--- src/rtl/pwm_pkg.sv ---
// pwm_pkg: definitions shared across the PWM blocks.
//   pwm_tb_state_e - timebase FSM states (IDLE / RUN)
//   DEF_CNT_WIDTH  - default counter, period and duty width
//   clamp_period   - lower clamp applied to a requested period
// The compare and dead-time stages import this package as well.
package pwm_pkg;

  localparam int DEF_CNT_WIDTH = 32;
  // Width of clamp_period's arguments. Callers zero-extend into this width
  // and truncate the result back, so any CNT_WIDTH up to 64 works.
  localparam int PWM_MAX_W = 64;

  typedef enum logic {
    TB_IDLE = 1'b0,
    TB_RUN  = 1'b1
  } pwm_tb_state_e;

  function automatic logic [PWM_MAX_W-1:0] clamp_period(
    input logic [PWM_MAX_W-1:0] p,
    input logic [PWM_MAX_W-1:0] min_p
  );
    return (p < min_p) ? min_p : p;
  endfunction

endpackage

--- src/rtl/pwm_timebase_if.sv ---
// pwm_timebase_if: control and status bundle of the PWM timebase.
//   master - the controller: drives enable and the configuration strobe, reads status
//   slave  - the timebase: reads the controls, drives cnt, effective config and flags
interface pwm_timebase_if
  import pwm_pkg::*;
#(
  parameter int CNT_WIDTH = DEF_CNT_WIDTH
);
  logic                 enable;
  logic [CNT_WIDTH-1:0] period_cycles;
  logic [CNT_WIDTH-1:0] duty_cycles;
  logic                 cfg_update;
  logic [CNT_WIDTH-1:0] cnt;
  logic [CNT_WIDTH-1:0] period_cycles_eff;
  logic [CNT_WIDTH-1:0] duty_cycles_sh;
  logic                 period_start;
  logic                 period_end;
  logic                 cfg_pending;
  logic                 running;

  modport master (
    output enable, period_cycles, duty_cycles, cfg_update,
    input  cnt, period_cycles_eff, duty_cycles_sh, period_start, period_end,
           cfg_pending, running
  );

  modport slave (
    input  enable, period_cycles, duty_cycles, cfg_update,
    output cnt, period_cycles_eff, duty_cycles_sh, period_start, period_end,
           cfg_pending, running
  );
endinterface

--- src/rtl/pwm_cfg_shadow.sv ---
// pwm_cfg_shadow: staging plus active registers for the period and duty.
//   clk, rst_n    - clock, asynchronous active-low reset
//   cfg_update    - strobe capturing period_cycles / duty_cycles
//   period_cycles - requested period (clamped here on capture)
//   duty_cycles   - requested duty (passed through unsaturated)
//   boundary      - from the FSM: high in IDLE or on the RUN wrap cycle
//   period_eff    - active clamped period
//   duty_sh       - active duty
//   cfg_pending   - a staged value is waiting for a boundary
module pwm_cfg_shadow
  import pwm_pkg::*;
#(
  parameter int CNT_WIDTH  = DEF_CNT_WIDTH,
  parameter int MIN_PERIOD = 2
) (
  input  logic                 clk,
  input  logic                 rst_n,
  input  logic                 cfg_update,
  input  logic [CNT_WIDTH-1:0] period_cycles,
  input  logic [CNT_WIDTH-1:0] duty_cycles,
  input  logic                 boundary,
  output logic [CNT_WIDTH-1:0] period_eff,
  output logic [CNT_WIDTH-1:0] duty_sh,
  output logic                 cfg_pending
);

  localparam logic [CNT_WIDTH-1:0] MIN_P = CNT_WIDTH'(MIN_PERIOD);

  logic [CNT_WIDTH-1:0] stg_period;
  logic [CNT_WIDTH-1:0] stg_duty;
  logic [CNT_WIDTH-1:0] period_clamped;

  assign period_clamped =
    CNT_WIDTH'(clamp_period(PWM_MAX_W'(period_cycles), PWM_MAX_W'(MIN_PERIOD)));

  always_ff @(posedge clk or negedge rst_n) begin
    if (!rst_n) begin
      stg_period  <= MIN_P;
      stg_duty    <= '0;
      period_eff  <= MIN_P;
      duty_sh     <= '0;
      cfg_pending <= 1'b0;
    end else begin
      if (cfg_update) begin
        stg_period <= period_clamped;
        stg_duty   <= duty_cycles;
      end
      if (boundary) begin
        // A strobe on the boundary itself bypasses staging and supersedes
        // whatever was staged earlier.
        if (cfg_update) begin
          period_eff  <= period_clamped;
          duty_sh     <= duty_cycles;
          cfg_pending <= 1'b0;
        end else if (cfg_pending) begin
          period_eff  <= stg_period;
          duty_sh     <= stg_duty;
          cfg_pending <= 1'b0;
        end
      end else if (cfg_update) begin
        cfg_pending <= 1'b1;
      end
    end
  end

endmodule

--- src/rtl/pwm_timebase.sv ---
// pwm_timebase: free-running PWM period counter with shadowed configuration.
//   clk, rst_n - clock, asynchronous active-low reset
//   bus        - pwm_timebase_if.slave:
//                in : enable, period_cycles, duty_cycles, cfg_update
//                out: cnt, period_cycles_eff, duty_cycles_sh, period_start,
//                     period_end, cfg_pending, running
// The counter runs 0..period_cycles_eff-1. New configuration takes effect
// only at a period boundary, or immediately while idle.
module pwm_timebase
  import pwm_pkg::*;
#(
  parameter int CNT_WIDTH  = DEF_CNT_WIDTH,
  parameter int MIN_PERIOD = 2
) (
  input  logic           clk,
  input  logic           rst_n,
  pwm_timebase_if.slave  bus
);

  pwm_tb_state_e        state;
  logic [CNT_WIDTH-1:0] cnt;
  logic                 running;
  logic [CNT_WIDTH-1:0] period_eff;
  logic [CNT_WIDTH-1:0] duty_sh;
  logic                 cfg_pending;
  logic                 wrap;
  logic                 boundary;

  // period_eff >= 1 always, so the subtraction cannot underflow, and
  // cnt < period_eff keeps the compare inside CNT_WIDTH.
  assign wrap     = (state == TB_RUN) && (cnt == period_eff - CNT_WIDTH'(1));
  assign boundary = (state == TB_IDLE) || wrap;

  always_ff @(posedge clk or negedge rst_n) begin
    if (!rst_n) begin
      state   <= TB_IDLE;
      cnt     <= '0;
      running <= 1'b0;
    end else begin
      case (state)
        TB_IDLE: begin
          cnt <= '0;
          if (bus.enable) begin
            state   <= TB_RUN;
            running <= 1'b1;
          end
        end
        TB_RUN: begin
          if (!bus.enable) begin
            state   <= TB_IDLE;
            running <= 1'b0;
            cnt     <= '0;
          end else if (wrap) begin
            cnt <= '0;
          end else begin
            cnt <= cnt + CNT_WIDTH'(1);
          end
        end
        default: begin
          state   <= TB_IDLE;
          running <= 1'b0;
          cnt     <= '0;
        end
      endcase
    end
  end

  pwm_cfg_shadow #(
    .CNT_WIDTH  (CNT_WIDTH),
    .MIN_PERIOD (MIN_PERIOD)
  ) u_shadow (
    .clk           (clk),
    .rst_n         (rst_n),
    .cfg_update    (bus.cfg_update),
    .period_cycles (bus.period_cycles),
    .duty_cycles   (bus.duty_cycles),
    .boundary      (boundary),
    .period_eff    (period_eff),
    .duty_sh       (duty_sh),
    .cfg_pending   (cfg_pending)
  );

  // Decoded from registers only; no input reaches these flags.
  assign bus.period_start      = running && (cnt == '0);
  assign bus.period_end        = running && (cnt == period_eff - CNT_WIDTH'(1));
  assign bus.cnt               = cnt;
  assign bus.running           = running;
  assign bus.period_cycles_eff = period_eff;
  assign bus.duty_cycles_sh    = duty_sh;
  assign bus.cfg_pending       = cfg_pending;

endmodule

--- src/flat_wrapper.sv ---
// flat-port wrapper written by rule: the top's interface ports become plain ports
module pwm_timebase_flat import pwm_pkg::*;
#(
  parameter int CNT_WIDTH  = DEF_CNT_WIDTH,
  parameter int MIN_PERIOD = 2
)
  (clk, rst_n, bus_enable, bus_period_cycles, bus_duty_cycles, bus_cfg_update, bus_cnt, bus_period_cycles_eff, bus_duty_cycles_sh, bus_period_start, bus_period_end, bus_cfg_pending, bus_running);
  pwm_timebase_if #(.CNT_WIDTH(CNT_WIDTH)) bus_i ();
  input  logic clk;
  input  logic rst_n;
  input wire logic [$bits(bus_i.enable)-1:0] bus_enable;
  input wire logic [$bits(bus_i.period_cycles)-1:0] bus_period_cycles;
  input wire logic [$bits(bus_i.duty_cycles)-1:0] bus_duty_cycles;
  input wire logic [$bits(bus_i.cfg_update)-1:0] bus_cfg_update;
  output wire logic [$bits(bus_i.cnt)-1:0] bus_cnt;
  output wire logic [$bits(bus_i.period_cycles_eff)-1:0] bus_period_cycles_eff;
  output wire logic [$bits(bus_i.duty_cycles_sh)-1:0] bus_duty_cycles_sh;
  output wire logic [$bits(bus_i.period_start)-1:0] bus_period_start;
  output wire logic [$bits(bus_i.period_end)-1:0] bus_period_end;
  output wire logic [$bits(bus_i.cfg_pending)-1:0] bus_cfg_pending;
  output wire logic [$bits(bus_i.running)-1:0] bus_running;
  assign bus_i.enable = bus_enable;
  assign bus_i.period_cycles = bus_period_cycles;
  assign bus_i.duty_cycles = bus_duty_cycles;
  assign bus_i.cfg_update = bus_cfg_update;
  assign bus_cnt = bus_i.cnt;
  assign bus_period_cycles_eff = bus_i.period_cycles_eff;
  assign bus_duty_cycles_sh = bus_i.duty_cycles_sh;
  assign bus_period_start = bus_i.period_start;
  assign bus_period_end = bus_i.period_end;
  assign bus_cfg_pending = bus_i.cfg_pending;
  assign bus_running = bus_i.running;
  pwm_timebase #(.CNT_WIDTH(CNT_WIDTH), .MIN_PERIOD(MIN_PERIOD)) u_core (.clk(clk), .rst_n(rst_n), .bus(bus_i));
endmodule
--- config.mk ---
export PLATFORM = sky130hd
export DESIGN_NAME = pwm_timebase_flat
export DESIGN_NICKNAME = d
export VERILOG_FILES = /design/src/rtl/pwm_pkg.sv /design/src/rtl/pwm_timebase_if.sv /design/src/rtl/pwm_cfg_shadow.sv /design/src/rtl/pwm_timebase.sv /design/src/flat_wrapper.sv
export SDC_FILE = /design/constraint.sdc
export NUM_CORES = 1
export LEC_CHECK = 0
export CAP_MARGIN = 20
export CELL_PAD_IN_SITES_DETAIL_PLACEMENT = 1
export CELL_PAD_IN_SITES_GLOBAL_PLACEMENT = 2
export CORE_MARGIN = 2
export CORE_UTILIZATION = 33
export CTS_CLUSTER_DIAMETER = 40
export DETAILED_ROUTE_END_ITERATION = 10
export PLACE_DENSITY = 0.82
export SLEW_MARGIN = 30
export SYNTH_ARGS = -nofsm -noshare
export SYNTH_HDL_FRONTEND = slang
export SYNTH_SLANG_ARGS = --single-unit
--- constraint.sdc ---
create_clock -name clk -period 4.8 [get_ports clk]
set_clock_uncertainty 0.15 [all_clocks]
set_input_delay 0.48 -clock clk [delete_from_list [all_inputs] [get_ports clk]]
set_output_delay 0.48 -clock clk [all_outputs]
set_load 0.01 [all_outputs]
== Word level (Yosys, flattened, before mapping) ==
Index checks and enable logic that the tools add are counted.
Word-level totals
  flip-flop bits (word level): 163
  input port bits: 68
  output and inout port bits: 100
  word-level logic and storage cells: 38
Cells by class
  add/subtract/negate cells: 2
  order comparisons: 1
  eq/ne operators: 3
  muxes and demuxes: 14
  bitwise gates (word level): 1
  reductions and logical operators: 9
Operators by type and width (count)
  $mux W32: 7
  $pmux W32 S2: 1
  $add A32 B1 Y32 const B: 1
  $eq A32 B32 Y1: 1
  $logic_not A32 Y1: 1
  $lt A32 B2 Y1 const B: 1
  $sub A32 B1 Y32 const B: 1
  $mux W1: 5
  $ne A2 B2 Y1 const B: 2
  $reduce_and A2 Y1: 2
  $reduce_bool A2 Y1: 2
  $logic_and A1 B1 Y1: 3
  $pmux W1 S2: 1
  $logic_or A1 B1 Y1: 1
  $not A1 Y1: 1

== Logic depth before layout (Yosys ltp) ==
  depth in word-level cells: 6
  depth in mapped cells: 11
  mapped depth without buffers: 10

== Cells and area by module ==
Synthesis repeated with hierarchy kept, for this count alone.
Second synthesis, totals
  cell total of the unflattened synthesis: 659
  area total of the unflattened synthesis: 8142.8 um^2
Modules (own cells, without submodules)
  pwm_cfg_shadow: instances 1, cells each 296, area each 4939.7 um^2, seq. area each 3230.6 um^2
  pwm_timebase: instances 1, cells each 363, area each 3203.1 um^2, seq. area each 850.8 um^2

== Least setup slack after synthesis ==
No wires, ideal clock.
  path kind: register to register
  start: register u_core.u_shadow.period_eff[0]
  end: register u_core.u_shadow.period_eff[0]
  setup time: 0.127 ns
  arrival: 3.349 ns
  data required time: 4.523 ns
  path slack: 1.173 ns
  cell stages (with the launch flop): 12
  buffers on the path: 1
  clock period less this slack: 3.627 ns
  cell sequence: dfrtp_1 -> inv_1 -> ha_1 -> or4b_1 -> a2111oi_0 -> a21oi_1 -> o32ai_1 -> o2111ai_1 -> or4_1 -> o22ai_4 -> buf_6 -> mux2_1
Between the ends
  longest elaborated chain between the ends: 5
Ends and longest elaborated chain
  start, declared: RTL line pwm_cfg_shadow.sv:22  | output logic [CNT_WIDTH-1:0] period_eff,
  start signal, assigned: RTL line pwm_cfg_shadow.sv:52  | period_eff <= period_clamped;
  start signal, assigned: RTL line pwm_cfg_shadow.sv:56  | period_eff <= stg_period;
  $sub A32 B1 Y32: RTL line pwm_timebase.sv:31  | assign wrap = (state == TB_RUN) && (cnt == period_eff - CNT_WIDTH'(1));
  $eq A32 B32 Y1: RTL line pwm_timebase.sv:31
  $logic_and A1 B1 Y1: RTL line pwm_timebase.sv:31
  $logic_or A1 B1 Y1: RTL line pwm_timebase.sv:32  | assign boundary = (state == TB_IDLE) || wrap;
  $reduce_and A2 Y1 (no source line)
Every way passes these cells.
A chain may end at the register's enable or synchronous reset.

== Worst setup path in the final report ==
  start: register u_core.u_shadow.period_eff[4]
  end: output bus_period_end
Between the ends
  longest elaborated chain between the ends: 3
Ends and longest elaborated chain
  $sub A32 B1 Y32: RTL line pwm_timebase.sv:85  | assign bus.period_end = running && (cnt == period_eff - CNT_WIDTH'(1));
  $eq A32 B32 Y1: RTL line pwm_timebase.sv:85
  $logic_and A1 B1 Y1: RTL line pwm_timebase.sv:85
  end, declared: RTL line flat_wrapper.sv:19  | output wire logic [$bits(bus_i.period_end)-1:0] bus_period_end;
Every way passes these cells.

==> summary.md <==
| Metric | Value |
|---|---|
| Max cap viols | `0` |
| Ys async rst share | `1.00` |
| Die Wd | `158 um` |
| Ratio of cells with drive above 1 in the final layout | `0.137` |
| Leakage | `4.08 nW` |
| IO buf count | `167` |
| Post-Route WL | `22,400 um` |
| DRT antenna net count | `0` |
| Gpl congestion | `about 0.82` |
| Crit path max fanout | `10` |
| 1st-pass router iterations | `4` |
| Synth unique cells | `58` |
| GRT overflow | `0` |
| Clock Tree Buf Depth | `2` |
| Most used flip-flop cell after synthesis | `dfrtp_1` |
| YS warnings | `0` |
| Setup CP Type | `reg -> out` |
| Largest net degree at the start of global routing | `just over 90` |
| TNS Setup | `0 ns` |
| Slew HR | `0.529` |
| CORE AREA | `roughly 23,000 sq um` |
| Post-synth EDFFs | `0` |
| GRT Overall Usage | `0.184` |
| # setup viols final | `0` |
| # diodes | `0` |
| Max-slew violations | `0` |
| Max Fclk | `218 MHz` |
| Die Height | `about 160 um` |
| CTS clk-pin slew, worst paths | `about 0.070 ns` |
| Area taken by multi-input logic gates | `between 3000 and 4000 sq um` |
| First-pass GRT wire length | `between 30,000 and 40,000 um` |
| CTS buffer count | `17` |
| H-Tree Level Count | `4` |
| Vias per cell | `slightly above 5` |
| Antenna violations before repair | `0` |
| CTS Root Cell | `clkbuf_16` |
| CP Capture Type | `primary output` |
| Post-Syn Area | `between 7000 and 8000 sq um` |
| Number of global-route vias before repair | `6,111` |
| Vias | `5,839` |
| Syn Area/Cell | `between 10 and 15 sq um` |
| Die area | `~25,000 sq um` |
| Post-DP HPWL | `about 16,000 um` |
| Clock sinks | `around 160` |
| Initial DRC count | `188` |
| Final worst path period share | `0.956` |
| Syn nets | `738` |
| RSZ-0062 raised after global routing | `false` |
| DRC viols | `0` |
| Area Growth Syn to Fin | `32.9%` |
| P per Cell Area | `375 nW/um^2` |
| CTS tree | `done` |
| Reg-to-reg setup timing slack | `0.82 ns` |
| Initial Utilization | `0.335` |
| Worst-Skew Late Latency | `0.43 ns` |
| Worst EP arrival | `3.96 ns` |
| DR WL/cell | `~19 um` |
| Mapped Cells | `about 670` |
| Outcome | `complete, no violations` |
| Peak VDD IR | `approximately 0.21 mV` |
| CP required | `around 4.2 ns` |
| Post-Layout Cell Count | `about 1,200` |
| I/O pins | `around 170` |
| Number of setup buffers added after CTS | `0` |
| Hold_ws | `between 0.3 and 0.4 ns` |
| Number of synthesized register bits | `approximately 160` |
| Placed instance count | `approximately 1,100` |
| Row count | `56` |
| # fillers | `roughly 2,500` |
| Final Critical Period | `4.59 ns` |
| Final Hold Vio Count | `0` |
| Slew @ Worst Pin | `approximately 0.7 ns` |
| Register area share after synthesis | `0.519` |
| Nets | `897` |
| Reg area | `4080 sq um` |
| Worst hold-check path type | `reg -> reg` |
| Startpoint Class | `flip-flop` |
==> power breakdown <==
| group | switching (mW) | internal (mW) |
|---|---|---|
| Clock | 0.614 | 0.799 |
| Sequential | 0.178 | 1.53 |
| Combinational | 0.354 | 0.439 |
| Total | 1.15 | 2.77 |
==> sequential cells by signal, indices dropped and copies added (netlist names) <==
name                         count
u_core.bus.cnt                  32
u_core.u_shadow.stg_duty        32
u_core.u_shadow.stg_period      32
u_core.u_shadow.duty_sh         32
u_core.u_shadow.period_eff      32
u_core.u_shadow.cfg_pending      1
u_core.bus.running               1
u_core.state                     1
==> cell families (layout without fill, tap and decap cells) <==
| kind of cell | count (synthesis) | in the layout | share of synthesized area |
|---|---|---|---|
| buf+inv | 48 | 220 | 0.0288 |
| fa+ha+maj | 4 | 4 | 0.00604 |
| simple gates | 214 | 214 | 0.149 |
| mux | 128 | 128 | 0.183 |
| xor+xnor | 65 | 65 | 0.0723 |
| compound gates | 45 | 45 | 0.0423 |
| flops | 163 | 163 | 0.519 |
==> critical path: stages (launching register included) <==
cell and delay [ns]:
dfrtp_1 0.52, or4_1 0.73, or4_1 0.51, or4_1 0.49, o2111a_1 0.15, nand2_1 0.11
nand4_1 0.09, nor2b_1 0.13, and4_1 0.20, clkdlybuf4s50_1 0.59
==> path summary, 6_finish.rpt <==
path | start | endpoint | depth (start not counted)
max in group asynchronous | rst_n | u_core.u_shadow.stg_period[1] | 3
min in group asynchronous | rst_n | u_core.bus.cnt[5] | 2
setup / recovery | u_core.u_shadow.period_eff[4] | bus_period_end | 9
setup reg to reg | u_core.u_shadow.period_eff[0] | u_core.u_shadow.period_eff[31] | 12
hold reg to reg | u_core.u_shadow.duty_sh[14] | u_core.u_shadow.duty_sh[14] | 1
hold / removal | u_core.u_shadow.duty_sh[14] | u_core.u_shadow.duty_sh[14] | 1
==> through the flow <==
step | utilization | area (sq um) | power (mW) | setup slack [ns]
2_1_floorplan | - | 7870 | 2.08 | 1.17
3_5_place_dp | 0.419 | 9850 | 2.54 | 0.710
3_3_place_gp | 0.419 | 9850 | 2.52 | 0.719
4_1_cts | 0.445 | 10500 | 3.98 | 0.209
6_report | 0.446 | 10500 | 3.92 | 0.213
5_1_grt | 0.446 | 10500 | 4.13 | 0.00281
==> synth_stat cells, types with 2 or more instances <==
cell type  count  area [sq um]
o31ai_1        4          30.0
nor4b_1        4          35.0
o22ai_1        2          12.5
and4_1         3          26.3
inv_1         11          41.3
dfstp_2        2          52.6
xor2_1        38           333
dfrtp_1      161          4030
o2111ai_1      3          26.3
nor3_1        16          80.1
buf_6          6          67.6
nor4_4         2          42.5
nor2b_1        2          12.5
mux2_2        64           721
mux2_1        62           698
nand3b_1       4          30.0
o2111a_1       2          22.5
mux2i_1        2          20.0
a2111oi_0      2          17.5
ha_1           3          37.5
nand4b_1       5          43.8
o21ai_1        3          15.0
xnor2_1       27           236
nand2_1       26          97.6
o211ai_1       4          30.0
or4_1          9          67.6
or4b_1         3          30.0
nor4_1        21           131
nand2b_1       5          31.3
a21oi_1        8          40.0
nand4_1       21           131
o21ai_0        5          25.0
nand3_1       18          90.1
nor2_1        63           236
and3_1         5          31.3
buf_1          2          7.51
clkbuf_1      28           105
==> cells in the final DEF (no fill, tap or decap), types with 5 or more instances in the layout <==
master	count
nand2b_1	5
inv_1	11
clkdlybuf4s50_1	165
nor3_1	15
inv_6	5
mux2_2	64
nor2_1	63
buf_4	7
xnor2_1	27
clkbuf_16	17
nand4b_1	5
mux2_1	62
and3_1	5
nor4_1	21
a21oi_1	8
nand2_1	26
o21ai_0	5
or4_1	9
nand4_1	21
dfrtp_1	161
xor2_1	38
nand3_1	18
==> layout make-up <==
type	count	share of cell area
clock buffers	19	0.0423
clock inverters	13	0.0151
inverters	11	0.00395
multi-input cells	456	0.341
flip-flops and latches	163	0.390
well taps	319	0.0382
repair buffers	177	0.169
==> timing repair <==
action,in CTS,in global routing
gates resized for setup,0,1
endpoints found under the setup margin,0,1
hold buffers,1,0
hold endpoints to repair,71,0
==> routing by layer <==
layer,track usage,vias up,routed length (um)
li1,-,2723,-
met1,0.251,2979,10200
met2,0.298,122,10800
met3,0.0427,15,1100
met4,0.0450,0,240
met5,0,-,0
No activity file was read; power rests on OpenSTA's default activity.
